### src/rtl/mem_bist_ctrl_pkg.sv
// Shared definitions for the memory BIST controller: FSM encoding,
// LFSR tap set, reset/default seeds and the LFSR step function.
package mem_bist_ctrl_pkg;

   typedef enum logic [2:0] {
      ST_IDLE   = 3'd0,
      ST_WR     = 3'd1,
      ST_RESEED = 3'd2,
      ST_RD     = 3'd3,
      ST_RWAIT  = 3'd4,
      ST_FIN    = 3'd5
   } bist_state_e;

   // Feedback taps on bits 7, 5, 4 and 3.
   localparam logic [7:0] LFSR_TAPS     = 8'hB8;
   localparam logic [7:0] LFSR_RST      = 8'h01;
   localparam logic [7:0] DEF_SEED_DFLT = 8'h01;

   function automatic logic [7:0] lfsr_next(input logic [7:0] cur);
      return {cur[6:0], ^(cur & LFSR_TAPS)};
   endfunction

endpackage

### src/rtl/lfsr8_ld.sv
// 8-bit Fibonacci LFSR with synchronous load; load wins over advance.
module lfsr8_ld
   import mem_bist_ctrl_pkg::*;
(
   input  logic       CLK,
   input  logic       RSTN,
   input  logic       LD,
   input  logic [7:0] SEED,
   input  logic       EN,
   output logic [7:0] OUT
);

   logic [7:0] lfsr_d;
   logic [7:0] lfsr_q;

   // Next pattern: load, step or hold
   always_comb begin
      lfsr_d = lfsr_q;
      if (LD) begin
         lfsr_d = SEED;
      end else if (EN) begin
         lfsr_d = lfsr_next(lfsr_q);
      end else begin
         lfsr_d = lfsr_q;
      end
   end

   // Pattern register, active-high synchronous reset
   always_ff @(posedge CLK) begin
      if (RSTN) begin
         lfsr_q <= LFSR_RST;
      end else begin
         lfsr_q <= lfsr_d;
      end
   end

   assign OUT = lfsr_q;

endmodule

### src/rtl/mem_bist_ctrl.sv
// Memory BIST controller: writes an LFSR pattern over the whole address
// range, replays the same sequence on readback and records mismatches.
module mem_bist_ctrl
   import mem_bist_ctrl_pkg::*;
#(
   parameter int unsigned ADDR_W   = 8,
   parameter logic [7:0]  DEF_SEED = DEF_SEED_DFLT
) (
   input  logic              CLK,
   input  logic              RSTN,
   input  logic              START,
   input  logic [7:0]        SEED_IN,
   output logic              MEM_REQ,
   output logic              MEM_WE,
   output logic [ADDR_W-1:0] MEM_ADDR,
   output logic [7:0]        MEM_WDATA,
   input  logic              MEM_GNT,
   input  logic              MEM_RVALID,
   input  logic [7:0]        MEM_RDATA,
   output logic              BUSY,
   output logic              DONE,
   output logic              FAIL,
   output logic [7:0]        ERR_CNT,
   output logic [ADDR_W-1:0] FAIL_ADDR
);

   localparam logic [ADDR_W-1:0] LAST_ADDR = {ADDR_W{1'b1}};
   localparam logic [ADDR_W-1:0] ADDR_ONE  = ADDR_W'(1);

   bist_state_e       state_d, state_q;
   logic [ADDR_W-1:0] addr_d, addr_q;
   logic [7:0]        seed_d, seed_q;
   logic [7:0]        err_cnt_d, err_cnt_q;
   logic              fail_d, fail_q;
   logic [ADDR_W-1:0] fail_addr_d, fail_addr_q;
   logic              lfsr_ld_s;
   logic              lfsr_en_s;
   logic [7:0]        lfsr_seed_s;
   logic [7:0]        lfsr_out_s;

   lfsr8_ld u_lfsr (
      .CLK  (CLK),
      .RSTN (RSTN),
      .LD   (lfsr_ld_s),
      .SEED (lfsr_seed_s),
      .EN   (lfsr_en_s),
      .OUT  (lfsr_out_s)
   );

   // Next-state, address, pattern control and mismatch bookkeeping
   always_comb begin
      state_d     = state_q;
      addr_d      = addr_q;
      seed_d      = seed_q;
      err_cnt_d   = err_cnt_q;
      fail_d      = fail_q;
      fail_addr_d = fail_addr_q;
      lfsr_ld_s   = 1'b0;
      lfsr_en_s   = 1'b0;
      lfsr_seed_s = seed_q;
      case (state_q)
         ST_IDLE: begin
            if (START) begin
               seed_d      = (SEED_IN == 8'h00) ? DEF_SEED : SEED_IN;
               lfsr_seed_s = seed_d;
               lfsr_ld_s   = 1'b1;
               addr_d      = {ADDR_W{1'b0}};
               err_cnt_d   = 8'h00;
               fail_d      = 1'b0;
               fail_addr_d = {ADDR_W{1'b0}};
               state_d     = ST_WR;
            end else begin
               state_d = ST_IDLE;
            end
         end
         ST_WR: begin
            if (MEM_GNT) begin
               lfsr_en_s = 1'b1;
               if (addr_q == LAST_ADDR) begin
                  state_d = ST_RESEED;
               end else begin
                  addr_d = addr_q + ADDR_ONE;
               end
            end else begin
               state_d = ST_WR;
            end
         end
         ST_RESEED: begin
            lfsr_ld_s = 1'b1;
            addr_d    = {ADDR_W{1'b0}};
            state_d   = ST_RD;
         end
         ST_RD: begin
            if (MEM_GNT) begin
               state_d = ST_RWAIT;
            end else begin
               state_d = ST_RD;
            end
         end
         ST_RWAIT: begin
            if (MEM_RVALID) begin
               if (MEM_RDATA != lfsr_out_s) begin
                  err_cnt_d = (err_cnt_q == 8'hFF) ? 8'hFF : err_cnt_q + 8'd1;
                  fail_d    = 1'b1;
                  if (!fail_q) begin
                     fail_addr_d = addr_q;
                  end else begin
                     fail_addr_d = fail_addr_q;
                  end
               end else begin
                  err_cnt_d = err_cnt_q;
               end
               lfsr_en_s = 1'b1;
               if (addr_q == LAST_ADDR) begin
                  state_d = ST_FIN;
               end else begin
                  addr_d  = addr_q + ADDR_ONE;
                  state_d = ST_RD;
               end
            end else begin
               state_d = ST_RWAIT;
            end
         end
         ST_FIN: begin
            state_d = ST_IDLE;
         end
         default: begin
            state_d = ST_IDLE;
         end
      endcase
   end

   // Controller registers, active-high synchronous reset
   always_ff @(posedge CLK) begin
      if (RSTN) begin
         state_q     <= ST_IDLE;
         addr_q      <= {ADDR_W{1'b0}};
         seed_q      <= LFSR_RST;
         err_cnt_q   <= 8'h00;
         fail_q      <= 1'b0;
         fail_addr_q <= {ADDR_W{1'b0}};
      end else begin
         state_q     <= state_d;
         addr_q      <= addr_d;
         seed_q      <= seed_d;
         err_cnt_q   <= err_cnt_d;
         fail_q      <= fail_d;
         fail_addr_q <= fail_addr_d;
      end
   end

   // Write data is forced to zero outside WR so idle/reset shows 0
   assign MEM_REQ   = (state_q == ST_WR) || (state_q == ST_RD);
   assign MEM_WE    = (state_q == ST_WR);
   assign MEM_ADDR  = addr_q;
   assign MEM_WDATA = (state_q == ST_WR) ? lfsr_out_s : 8'h00;
   assign BUSY      = (state_q != ST_IDLE);
   assign DONE      = (state_q == ST_FIN);
   assign FAIL      = fail_q;
   assign ERR_CNT   = err_cnt_q;
   assign FAIL_ADDR = fail_addr_q;

endmodule

### config.mk
export PLATFORM = sky130hd
export DESIGN_NAME = mem_bist_ctrl
export DESIGN_NICKNAME = d
export VERILOG_FILES = /design/src/rtl/mem_bist_ctrl_pkg.sv /design/src/rtl/lfsr8_ld.sv /design/src/rtl/mem_bist_ctrl.sv
export SDC_FILE = /design/constraint.sdc
export NUM_CORES = 1
export LEC_CHECK = 0
export ABC_AREA = 1
export CAP_MARGIN = 5
export CORE_UTILIZATION = 45
export CTS_CLUSTER_SIZE = 25
export DETAILED_ROUTE_END_ITERATION = 8
export PLACE_DENSITY = 0.83
export SLEW_MARGIN = 40
export SYNTH_ARGS = -nofsm -noshare
export SYNTH_HDL_FRONTEND = slang
export SYNTH_SLANG_ARGS = --single-unit
### constraint.sdc
create_clock -name CLK -period 1.7 [get_ports CLK]
set_input_delay 0.17 -clock CLK [delete_from_list [all_inputs] [get_ports CLK]]
set_output_delay 0.17 -clock CLK [all_outputs]
set_load 0.02 [all_outputs]
# Word-level counts from Yosys, hierarchy flattened
# Cells that the tools add are included.
# op_classes
n_mux	35
reduce_logical	11
addsub	2
n_shift	0
n_eq_ne	14
div	0
n_bitwise	0
n_lt_le_gt_ge	0
n_mul	0
# op_table
operator	n
8-bit two-way mux	16
8-bit case mux with 2 select lines	2
8-bit case mux with 4 select lines	1
8-bit by 1-bit adder with 8-bit output (second input constant)	2
8-bit equality test (second input constant)	2
3-bit two-way mux	5
3-bit case mux with 5 select lines	1
8-bit logical NOT	1
2-bit != test (second input constant)	4
8-bit != test	1
4-bit AND reduction	2
8-bit parity	1
1-bit two-way mux	7
3-bit by 2-bit equality test with 1-bit output (second input constant)	2
3-bit equality test (second input constant)	2
1-bit case mux with 2 select lines	3
5-bit AND reduction	1
2-bit nonzero test	2
4-bit nonzero test	1
3-bit by 1-bit equality test with 1-bit output (second input constant)	1
3-bit logical NOT	1
3-bit by 2-bit != test with 1-bit output (second input constant)	1
3-bit nonzero test	1
2-bit by 1-bit != test with 1-bit output (second input constant)	1
1-bit logical OR	1
# word_totals
mem_count	0
ramBits	0
word_cells	69
output_inout_bits	37
latchBits	0
rom_bits	0
reg_bits	44

# Depth between registers and ports, before layout
# Gate-level depths: netlist of the first run.
# depth
word_depth	5
mapped_depth	12
ltp_nobuf	12

# Modules after synthesis
# Synthesis of the first run repeated with hierarchy kept, for this count alone.
# hier_totals
cells_unflattened	439
area_unflattened_um2	2787.7
# modules_own_cells
mod	area_each_um2	instances	cells_each	seq_area_each_um2
mem_bist_ctrl	2331.0	1	363	720.7
lfsr8_ld	456.7	1	76	160.2

# Worst setup path before layout of the first run
# Ideal clock, no wire load.
# synth_path
kind	flip-flop to flip-flop
startpoint	register addr_q[1], in the netlist MEM_ADDR[1]
endpoint	register addr_q[1], in the netlist MEM_ADDR[1]
arrival_ps	1549
period_less_slack_ps	1676
stages_incl_launch_ff	13
path_slack_ps	24
setup_ps	128
path_cell_list	dfxtp_1 ha_1 nand2_1 inv_1 nand2_1 nor2_1 nand2_1 nor2_2 nand2_2 nand2_2 nand2_1 nand2_1 nor2_1
# synth_via
elab_chain_len	4
word_cells_on_any_way	6
# synth_rtl
element	line_no	text
start, declared	mem_bist_ctrl.sv:31	logic [ADDR_W-1:0] addr_d, addr_q;
start signal, assigned	mem_bist_ctrl.sv:137	addr_q <= {ADDR_W{1'b0}};
start signal, assigned	mem_bist_ctrl.sv:144	addr_q <= addr_d;
8-bit by 1-bit adder with 8-bit output or 8-bit equality test (tied branches)	--	
8-bit two-way mux (*)	mem_bist_ctrl.sv:79, mem_bist_ctrl.sv:114	
8-bit two-way mux, on equally long branches	mem_bist_ctrl.sv:101, mem_bist_ctrl.sv:77	
8-bit case mux with 4 select lines (*)	mem_bist_ctrl.sv:61	case (state_q)
# Every way passes the cells marked *; elsewhere a longest branch is shown, timed or not. The select of a mux whose other input is x is not followed.
# A chain may end at the register's enable or synchronous reset.

# Worst setup path in the final report of the first run
# layout_path
startpoint	register state_q[1]
endpoint	register u_lfsr.lfsr_q[7], in the netlist u_lfsr.OUT[7]
# layout_via
elab_chain_len	3
word_cells_on_any_way	9
# layout_rtl
element	line_no	text
start, declared	mem_bist_ctrl.sv:30	bist_state_e state_d, state_q;
start signal, assigned	mem_bist_ctrl.sv:143	state_q <= state_d;
3-bit by 2-bit equality test with 1-bit output (tied with other cells)	mem_bist_ctrl.sv:61	
1-bit case mux with 2 select lines or 8-bit two-way mux (tied branches)	mem_bist_ctrl.sv:61	
8-bit two-way mux or 2-bit nonzero test (tied branches)	--	
end signal, assigned	lfsr8_ld.sv:33	lfsr_q <= lfsr_d;
end, declared	lfsr8_ld.sv:14	logic [7:0] lfsr_q;
# Parallel ways exist; a longest one is shown, timed or not.

==> results.md, run 1 <==
- Outcome: completed
- Sw Share: 0.357
- Rel. slew slack: 0.721
- I/O Buffers: 57
- Crit path DAT: 1.85 ns
- Grt ovf: 0
- Final WL: 6.78 mm
- CTS sink count: 44
- Cells after Synth: slightly below 400
- Layout cells sized above 1: 0.159
- Combinational power share: 0.353
- Leakage: 1.52 nW
- Register area: between 800 and 900 um^2
- Die Ht: around 77 um
- Crit-path slowest cell: dfxtp_1
- Crit path max fanout: 11
- Crit path max-delay family: simple AND/OR/NAND/NOR gates
- Clock network power share: 0.237
- Max-Cap Viols: 0
- Prevailing post-synth register cell: dfxtp_1
- Peak Freq: 0.618 GHz
- Initial Util: 0.466
- Hold Fails Final Rpt: 0
- Fin crit share: 0.951
- Largest stage delay, worst path: roughly 0.32 ns
- Filler cells: 472
- Hold_ws: 0.508 ns
- Largest net degree at the start of global routing: 32
- Setup CP Type: flip-flop to flip-flop
- Final ANT Viol Nets: 0
- Critical Path Sink Type: flip-flop
- Initial antenna violation count: 0
- # setup viols final: 0
- Vias: 2,806
- Io pins: 58
- CTS max path bufs: 2
- Final worst slack: 0.0830 ns
- Hold Crit Class: flip-flop to flip-flop
- Most frequent CP cell: buf_4
- GRT Overall Usage: 0.227
- GP Congestion: around 0.86
- Final HPWL DP: 4.86 mm
- DRT Pass-1 Iters: 4
- Remaining DRCs: 0
- Via density: 5.10
- Minimum clock period: 1.62 ns
- Root buf cell: clkbuf_8
- Area of the multi-input gates: 1470 um^2
- Die Footprint: 6000 um^2
- Psw: around 0.0011 W
- Core Region: 5510 um^2
- Worst setup SP type: flip-flop
- Reg power frac: 0.410
- Post-synth EDFFs: 0
- Clock transition at the registers of the reported paths: 0.09 ns
- Hold bufs inserted after CTS: 0
- Syn Area/Cell: 6.46 um^2
- Vias in the first global route: 2,428
- Distinct cells, synth: 28
- First-pass GRT wire length: about 11 mm
- Row cnt: 27
- Critical Path RT: 1.94 ns
- PwrDens: 845 nW/um^2
- Htree depth: 2
- Slew @ Worst Pin: 0.418 ns
- Initial DRC count: 218
- Mapped cell area: 2560 um^2
- CTS tree: built
- Final Skew: 0.00503 ns
- Post-DR wirelength/cell: 12.3 um
- Asr flop ratio synth: 0
- CTS Buf Count: 5
- Die Wd: 77.5 um
- Dpl ws: -0.117 ns
- Number of synthesized register bits: 44
- CP cell instances: buf_4 > nor2_4 > nand2_4 > inv_2 > nand2_2 > nand3_4 > buf_4 > buf_12 > o21ai_0 > a21oi_1
- Buf/Inv on CP: 4
- VDD IR max: 424 uV
- Synth Net Count: 420
- Sequential area share after synthesis: 0.344
- Synth-to-Final Area Change: 37.4%
- Internal Pwr Total: 0.00192 W
- Clock latency on the worst-skew pair: around 0.30 ns
- Warnings, synthesis: 0
- Max-slew violation count: 0
- N_diodes: 0
- # nets final: 500
-- power groups by stage --
stage / Combinational (W) / Sequential [W] / Clock (W)
CTS: 0.00100 / 0.00122 / 0.000717
global placement: 0.000992 / 0.00123 / 0
floorplan: 0.000611 / 0.00126 / 0
finish: 0.00105 / 0.00122 / 0.000706
global route: 0.00116 / 0.00123 / 0.000765
detailed placement: 0.00102 / 0.00124 / 0
-- cells by family (layout without fill, tap and decap cells) --
family | after synthesis | in the layout | synth area share
DFF | 44 | 44 | 0.344
adders and majority gates | 2 | 2 | 0.00976
buffers and inverters | 66 | 147 | 0.110
AOI/OAI and AO/OA | 59 | 59 | 0.117
xor gates and xnor gates | 10 | 10 | 0.0342
and+or+nand+nor | 216 | 216 | 0.386
-- layout by cell type (no fill, tap or decap), drive strengths merged, types with 8 or more instances in the layout --
cell and instances:
nand2 109, nor2 55, inv 54, clkdlybuf4s50 45, dfxtp 44, o21ai 29
a21oi 28, buf 28, nand3 22, nand4 13, dlygate4sd2 12, or2 8
-- stage by stage --
step                TNS, ns  total power, W   util  cell area, um^2  std cells
detailed placement    -1.62         0.00225  0.603             3320        536
global route        -0.0222         0.00316  0.640             3520        550
floorplan                 0         0.00187      -             2560        397
finish                    0         0.00298  0.640             3520        550
global placement     -0.368         0.00222  0.603             3320        536
CTS                       0         0.00293  0.620             3410        544
-- repair_timing --
item / CTS / global route
setup buffers: 0 / 6
endpoints found under the setup margin: 15 / 24
resized for setup: 14 / 18
pin swaps: 0 / 4
-- cell type report --
class	instances	area share
inverters	54	0.0582
repair buffers	85	0.222
multi-input cells	287	0.416
clock inverters	2	0.00426
clock buffers	6	0.0234
flip-flops and latches	44	0.251
well taps	72	0.0256
-- cells in the mapped netlist (4+ instances only) --
master	count	area share
xor2_1	7	0.024
nor3_1	7	0.014
nand4_1	13	0.032
inv_1	50	0.073
nor2_1	51	0.075
nand2_2	5	0.012
o21ai_0	29	0.057
or2_2	8	0.020
nand3_1	17	0.033
dfxtp_1	44	0.34
buf_4	4	0.012
inv_2	4	0.0059
a21oi_1	28	0.055
nand2_1	102	0.15
-- final timing paths --
check	start	end	slack (ns)	cells after the start
worst min register to register	FAIL$_SDFFE_PP0P_	FAIL$_SDFFE_PP0P_	0.51	2
worst max-delay path	state_q[1]$_SDFFE_PP0P_	u_lfsr.OUT[7]$_SDFFE_PP0P_	0.08	10
worst max register to register	state_q[1]$_SDFFE_PP0P_	u_lfsr.OUT[7]$_SDFFE_PP0P_	0.08	10
worst min-delay path	FAIL$_SDFFE_PP0P_	FAIL$_SDFFE_PP0P_	0.51	2
-- sequential cells by signal (all words and copies together), names as in the netlist --
register and flops:
FAIL_ADDR 8, seed_q 8, state_q 3, ERR_CNT 8, MEM_ADDR 8, FAIL 1
u_lfsr.OUT 8
-- metal layers --
metal,GRT usage,wire (um),vias to the layer above,share of wire
li1,-,-,1410,-
met1,0.306,3000,1295,0.44
met2,0.368,3270,92,0.48
met3,0.0376,403,9,0.059
met4,0.0717,108,0,0.016
met5,0,0,-,0
-- tightest hold or removal path: cells and delay by family, from the launching register on --
kind	cells	cell delay (ns)
compound gates	1	0.06
simple gates	1	0.07
flops	1	0.34
Note: power is estimated with default switching activity, not from simulation.
==> run 2: changes to the inputs <==
--- a/config.mk
+++ b/config.mk
@@ -11,6 +11,7 @@
 export CTS_CLUSTER_SIZE = 25
 export DETAILED_ROUTE_END_ITERATION = 8
 export PLACE_DENSITY = 0.83
+export SKIP_LAST_GASP = 1
 export SLEW_MARGIN = 40
 export SYNTH_ARGS = -nofsm -noshare
 export SYNTH_HDL_FRONTEND = slang
==> results.md, run 2 (synthesis gave the netlist of run 1 again) <==
- I/O Buffers: 57 (unchanged)
- Commonest non-fill, non-tap cells in the layout: 100 x nand2_1, 49 x inv_1, 47 x nor2_1
- Hold Crit Class: flip-flop to flip-flop
- CTS sink count: 44 (unchanged)
- Leakage: 1.52 nW (about the same)
- Vias: 2,790 (-0.57%)
- Via density: 5.07 (-0.57%)
- Clock network power share: 0.237 (about the same)
- Fin crit share: 0.949 (-0.00174)
- Clock transition at the registers of the reported paths: 0.09 ns (about the same)
- Die Footprint: 6000 um^2 (unchanged)
- Max-slew violation count: 0 (unchanged)
- Filler cells: 475 (+0.64%)
- Internal Pwr Total: 0.00191 W (about the same)
- Most common cell after layout, fill and taps aside: nand2_1
- Minimum clock period: 1.61 ns (-0.00295 ns)
- Pwr Total: 0.00298 W (about the same)
- Final WL: 6.80 mm (+0.22%)
- Die Ht: 77.5 um (unchanged)
- N_diodes: 0 (unchanged)
- Grt ovf: 0 (unchanged)
- Final ANT Viol Nets: 0 (unchanged)
- Largest net degree at the start of global routing: 32 (unchanged)
- Worst setup SP type: flip-flop
- Worst Reg-to-Reg Cells: 11 (+1)
- Register area: 883 um^2 (unchanged)
- Hold Fails Final Rpt: 0 (unchanged)
- Core Region: 5510 um^2 (unchanged)
- Max-Cap Viols: 0 (unchanged)
- Root buf cell: clkbuf_8
- Slew @ Worst Pin: 0.438 ns (+0.0198 ns)
- Htree depth: 2 (unchanged)
- First-pass GRT wire length: 11.1 mm (unchanged)
- PwrDens: 846 nW/um^2 (about the same)
- Combinational power share: 0.353 (about the same)
- Clock latency on the worst-skew pair: 0.30 ns (about the same)
- Peak Freq: 0.620 GHz (+0.18%)
- Placed Area: 3320 um^2 (unchanged)
- Post-DR wirelength/cell: 12.4 um (+0.22%)
- Post-route cell area: 3520 um^2 (-0.11%)
- Psw: 0.00106 W (about the same)
- CTS tree: built
- Dpl ws: -0.117 ns (unchanged)
- Synth-to-Final Area Change: 37.3%
- Io pins: 58 (unchanged)
- GP Congestion: 0.856 (unchanged)
- Critical Path RT: 1.93 ns (about the same)
- Layout cells sized above 1: 0.157 (-0.00209)
- DRT Pass-1 Iters: 5 (+1)
- # setup viols final: 0 (unchanged)
- CTS Buf Count: 5 (unchanged)
- CTS max path bufs: 2 (unchanged)
- Final HPWL DP: 4.86 mm (unchanged)
- Setup CP Type: flip-flop to flip-flop
- Area of the multi-input gates: 1460 um^2 (-0.26%)
- Remaining DRCs: 0 (unchanged)
- Critical Path Sink Type: flip-flop
- Worst Hold Depth: 2 (unchanged)
- Initial antenna violation count: 0 (unchanged)
- Row cnt: 27 (unchanged)
- Hold_ws: 0.512 ns (+0.00347 ns)
- Final Skew: 0.00442 ns (-0.000608 ns)
- GRT Overall Usage: 0.227 (unchanged)
- Outcome: completed
- Reg power frac: 0.410 (about the same)
- Sw Share: 0.357 (about the same)
- Crit path DAT: 1.85 ns (about the same)
- Rel. slew slack: 0.708 (-0.0132)
- Die Wd: 77.5 um (unchanged)
- RSZ-0062 raised after global routing: yes
- Hold bufs inserted after CTS: 0 (unchanged)
- Worst R2R Setup Slack: 0.09 ns (about the same)
- VDD IR max: 423 uV (-0.15%)
- Initial Util: 0.466 (unchanged)
- Crit path max fanout: 7 (-4)
- Final core area utilization: 0.639 (-0.000682)
- Vias in the first global route: 2,428 (unchanged)
- Final worst slack: 0.0860 ns (+0.00295 ns)
- Initial DRC count: 211 (-3.2%)
- # nets final: 500 (unchanged)
-- run 2: power groups by stage --
stage,clock [W],combinational [W],sequential (W)
floorplan,0,0.000611,0.00126
global placement,0,0.000992,0.00123
detailed placement,0,0.00102,0.00124
CTS,0.000717,0.00100,0.00122
global route,0.000765,0.00116,0.00123
finish,0.000706,0.00105,0.00122
-- run 2: what timing repair did --
item | in CTS | in global routing
cloned | 0 | 0
setup buffers | 0 | 6
setup endpoints to repair | 15 | 24
pin swaps | 0 | 4
resized for setup | 14 | 17
-- run 2: path summary, 6_finish.rpt --
path	end	startpoint
max	MEM_ADDR[5]$_SDFFE_PP0P_	MEM_ADDR[1]$_SDFFE_PP0P_
min	u_lfsr.OUT[0]$_SDFFE_PP1P_	u_lfsr.OUT[0]$_SDFFE_PP1P_
max reg2reg	MEM_ADDR[5]$_SDFFE_PP0P_	MEM_ADDR[1]$_SDFFE_PP0P_
min reg2reg	u_lfsr.OUT[0]$_SDFFE_PP1P_	u_lfsr.OUT[0]$_SDFFE_PP1P_
-- run 2: cell type report --
| class | instances | share of cell area |
|---|---|---|
| well taps | 72 | 0.0256 |
| flip-flops and latches | 44 | 0.251 |
| clock buffers | 6 | 0.0235 |
| clock inverters | 2 | 0.00427 |
| inverters | 54 | 0.0583 |
| repair buffers | 85 | 0.222 |
| multi-input cells | 287 | 0.415 |
-- run 2: metal layers --
layer,part of all wire,up-vias,GRT usage,routed length [um]
met4,0.016,0,0.0717,109
met2,0.48,89,0.368,3260
met1,0.45,1283,0.306,3050
met5,0,-,0,0
li1,-,1409,-,-
met3,0.055,9,0.0376,375
-- run 2: critical path, cell delays in order (launching register included) --
cell and delay, ns:
dfxtp_1 0.34, ha_2 0.17, nand2_1 0.06, inv_2 0.08, nand2_2 0.08, nor2_4 0.12
nand2_1 0.08, nor2_2 0.14, nand2_2 0.12, nand2_4 0.13, nand2_1 0.07, a21oi_1 0.15
-- run 2: metrics by stage --
| step | TNS (ns) | instances |
|---|---|---|
| 3_5_place_dp | -1.62 | 536 |
| 5_1_grt | -0.0406 | 550 |
| 2_1_floorplan | 0 | 397 |
| 3_3_place_gp | -0.368 | 536 |
| 6_report | 0 | 550 |
| 4_1_cts | 0 | 544 |
